**config.mk**
```make
export PLATFORM = sky130hd
export DESIGN_NAME = stable_capture_ctrl
export DESIGN_NICKNAME = d
export VERILOG_FILES = /design/src/rtl/stable_capture_ctrl.sv
export SDC_FILE = /design/constraint.sdc
export NUM_CORES = 1
export LEC_CHECK = 0
export CAP_MARGIN = 40
export CORE_MARGIN = 2
export CORE_UTILIZATION = 51
export CTS_CLUSTER_DIAMETER = 50
export DETAILED_ROUTE_END_ITERATION = 10
export PLACE_DENSITY = 0.87
export REMOVE_ABC_BUFFERS = 1
export SLEW_MARGIN = 30
export SYNTH_ARGS = -nofsm -noshare
export SYNTH_HDL_FRONTEND = slang
export SYNTH_SLANG_ARGS = --single-unit
```
**constraint.sdc**
```tcl
create_clock -name clk -period 3.7 [get_ports clk]
set_input_delay 0.74 -clock clk [delete_from_list [all_inputs] [get_ports clk]]
set_output_delay 0.74 -clock clk [all_outputs]
set_load 0.02 [all_outputs]
```
**src/rtl/stable_capture_ctrl.sv**
```systemverilog
// Qualifies the synchronized input bus: a value must hold for STABLE_CYCLES enabled cycles,
// then it is captured once and offered downstream through a valid/ready handshake.
module stable_capture_ctrl #(
    parameter int WIDTH         = 4,
    parameter int STABLE_CYCLES = 4
) (
    input  logic             clk,
    input  logic             rst,
    input  logic             ena,
    input  logic [WIDTH-1:0] data_sync,
    input  logic             out_ready,
    input  logic             overrun_clr,
    output logic [WIDTH-1:0] data_out,
    output logic             out_valid,
    output logic             overrun
);

    localparam int CW = $clog2(STABLE_CYCLES + 1);
    localparam logic [CW-1:0] CNT_MAX = CW'(STABLE_CYCLES);

    typedef enum logic {
        IDLE  = 1'b0,
        VALID = 1'b1
    } state_t;

    state_t           state;
    logic [WIDTH-1:0] ref_q;
    logic [CW-1:0]    cnt;
    logic             stable;
    logic             new_val;
    logic             overrun_set;

    // A qualified value only counts as an event when it differs from what was last delivered.
    assign stable      = (cnt == CNT_MAX);
    assign new_val     = stable && (ref_q != data_out);
    assign overrun_set = (state == VALID) && !out_ready && new_val;

    always_ff @(posedge clk or posedge rst) begin
        if (rst) begin
            ref_q     <= '0;
            cnt       <= '0;
            state     <= IDLE;
            data_out  <= '0;
            out_valid <= 1'b0;
            overrun   <= 1'b0;
        end else if (ena) begin
            if (data_sync != ref_q) begin
                ref_q <= data_sync;
                cnt   <= '0;
            end else if (cnt != CNT_MAX) begin
                cnt <= cnt + 1'b1;
            end

            case (state)
                IDLE: begin
                    if (new_val) begin
                        data_out  <= ref_q;
                        out_valid <= 1'b1;
                        state     <= VALID;
                    end
                end
                VALID: begin
                    if (out_ready) begin
                        out_valid <= 1'b0;
                        state     <= IDLE;
                    end
                end
                default: begin
                    out_valid <= 1'b0;
                    state     <= IDLE;
                end
            endcase

            // Setting wins over a simultaneous clear.
            if (overrun_set) begin
                overrun <= 1'b1;
            end else if (overrun_clr) begin
                overrun <= 1'b0;
            end
        end
    end

endmodule
```
==> flow_summary.toml <==
[clock_tree]
cts-htree-levels = 1
cts_buffer_depth = 2
cts.sink_count = 14
holdBufCountCts = 0
clk_pin_slew_worst_paths_ns = 0.08
cts_root_buf = "clkbuf_4"
ctsResizeCount = 0
cts_tree = "yes"
post-cts-setup-buffers = 0
numCtsBuffers = 3
insertion_delay_ns = 0.28

[status]
status = "finished, final reports clean"

[layout]
postLayoutCellArea_sq_um = 868
n_antenna_cell = 0
syn_to_final_growth_pct = 25.0
nets = 89
drive_gt1_frac = 0.171
mostFrequentLayoutCells = "dfrtp_1 (14), clkdlybuf4s50_1 (14), mux2_2 (9)"

[critical_path]
crit_fanout = 13
reg2regPathDepth = 5
critical_path_arrival_ns = 2.25
critPathCaptureType = "register"
critical_path_required_ns = 3.87
critPathKind = "in2reg"
critPathLaunchType = "input port"

[logic_synthesis]
synth_seq_cells = 14
avgSynthCellArea_sq_um = 11.4
ys_seq_area_frac = 0.505
yosysTopAreaCell = "dfrtp_1"
synth_warnings = 0
synth-compound-area-share = 0.0811
synthTopCellsByArea = "dfrtp_1 (50%), mux2_2 (15%), xnor2_1 (5.0%)"
synth_top_family_by_area = "multiplexers"
ys_types = 20
synthMuxAreaShare = 0.146
synth_top_area_share = 0.505
synthCells = 61
syn_area_sq_um = 694
synthAdderAreaFrac = 0.0360
synth-xor-area-share = 0.101
synth-simple-area-share = 0.0991

[detailed_routing]
vias = 497
initialDrtViolationCount = 7
firstDrtPassIters = 4
via_per_inst = 5.46
wirelength_microns = 1340
avgRoutedWirePerCell_microns = 14.7
ant_nets = 0
drcViolationCount = 0

[placed_design]
io_buffers = 14
place_worst_setup_slack_ns = 1.33
post_dp_cell_area_sq_um = 846
gp_congestion = 0.711
dp_hpwl_microns = 1050

[min_path]
hold_class = "reg2reg"
hold_depth = 1

[grt]
grt_max_degree = 15
grt_pass1_wl_microns = 1860
antenna_found_initial = 0
globalRouteOverflowTotal = 0
grtUsageTotal = 0.183
grt_pass1_vias = 426

[die]
start_util = 0.540
core-area_sq_um = 1280
die_w_microns = 40.9
rows = 13
die-area_sq_um = 1670
die_h_microns = 40.9
ios = 15

[sta]
min_period_over_period = 0.563
skew_ns = 0.00250
final.setup.worst_slack_ns = 1.62
tightest_slew_ns = 0.533
drv_slew = 0
slew_headroom = 0.644
post-route-min-period_ns = 2.08
hold_viol = 0
setup_viol = 0
setup_tns_ns = 0
rsz0062_at_grt = "false"
fmax_ghz = 0.480

[run]
drv_cap = 0

[pwr]
ir_drop_mv = 0.328
leakage_uw = 0.000379
powerDensity_nw_per_um2 = 405
-- cell families after synthesis --
kind of cell / after synthesis
simple gates: 13
compound gates: 9
fa+ha+maj: 2
mux: 9
xor+xnor: 8
buf+inv: 6
flops: 14
-- synth_stat cells, drive strengths merged --
library cell  number
dfrtp             14
xor2               4
buf                1
a21oi              3
ha                 2
clkbuf             1
nor2               2
inv                4
nor4               1
nand3              2
o21ai              2
a41oi              1
and3               1
nand3b             1
xnor2              4
or2                1
a32o               1
nand2              5
mux2               9
a31oi              2
-- path summary, 6_finish.rpt --
path	start	end	slack, ns
max reg2reg	cnt[1]$_DFFE_PP0P_	data_out[3]$_DFFE_PP0P_	2.15
max in group asynchronous	rst	ref_q[3]$_DFFE_PP0P_	2.55
max	ena	data_out[3]$_DFFE_PP0P_	1.62
min reg2reg	cnt[0]$_DFFE_PP0P_	cnt[0]$_DFFE_PP0P_	0.53
min	cnt[0]$_DFFE_PP0P_	cnt[0]$_DFFE_PP0P_	0.53
min in group asynchronous	rst	out_valid$_DFFE_PP0P_	0.80
-- worst max-delay path, cell delays in order --
cell and delay, ns:
clkdlybuf4s50_1 0.75, nand3_1 0.16, or2_1 0.30, mux2_2 0.30
-- registers in the layout, indices dropped and copies added, names as in the netlist --
name,count
data_out,4
out_valid,1
overrun,1
cnt,3
state,1
ref_q,4
-- where the power goes --
| part | internal, uW | leakage (uW) | switching [uW] |
|---|---|---|---|
| registers | 168 | 0.000185 | 16.5 |
| logic | 44.3 | 0.000180 | 38.6 |
| clock network | 37.8 | 0.0000138 | 46.7 |
-- area by class of cell --
class	count	area, sq um
Inverter	4	15.0
Timing Repair Buffer	14	140
Clock buffer	3	22.5
Sequential cell	14	350
Multi-Input combinational cell	41	322
Tap cell	15	18.8
Fill cell	98	417
-- routing by layer --
metal  up-vias  global-route usage  routed length (microns)
met4         0               0.100                       25
met5         -                   0                        0
met3         2              0.0489                       51
met2        15               0.320                      713
li1        244                   -                        -
met1       236               0.196                      547
-- through the flow --
| step | power (uW) | std cells | hold WS (ns) | utilization |
|---|---|---|---|---|
| after floorplan | 236 | 59 | 0.462 | - |
| after global placement | 267 | 88 | 0.475 | 0.658 |
| after detailed placement | 271 | 88 | 0.515 | 0.658 |
| after CTS | 357 | 91 | 0.531 | 0.676 |
| after global routing | 369 | 91 | 0.548 | 0.676 |
| final | 352 | 91 | 0.528 | 0.676 |
(Power assumes the default switching activity.)
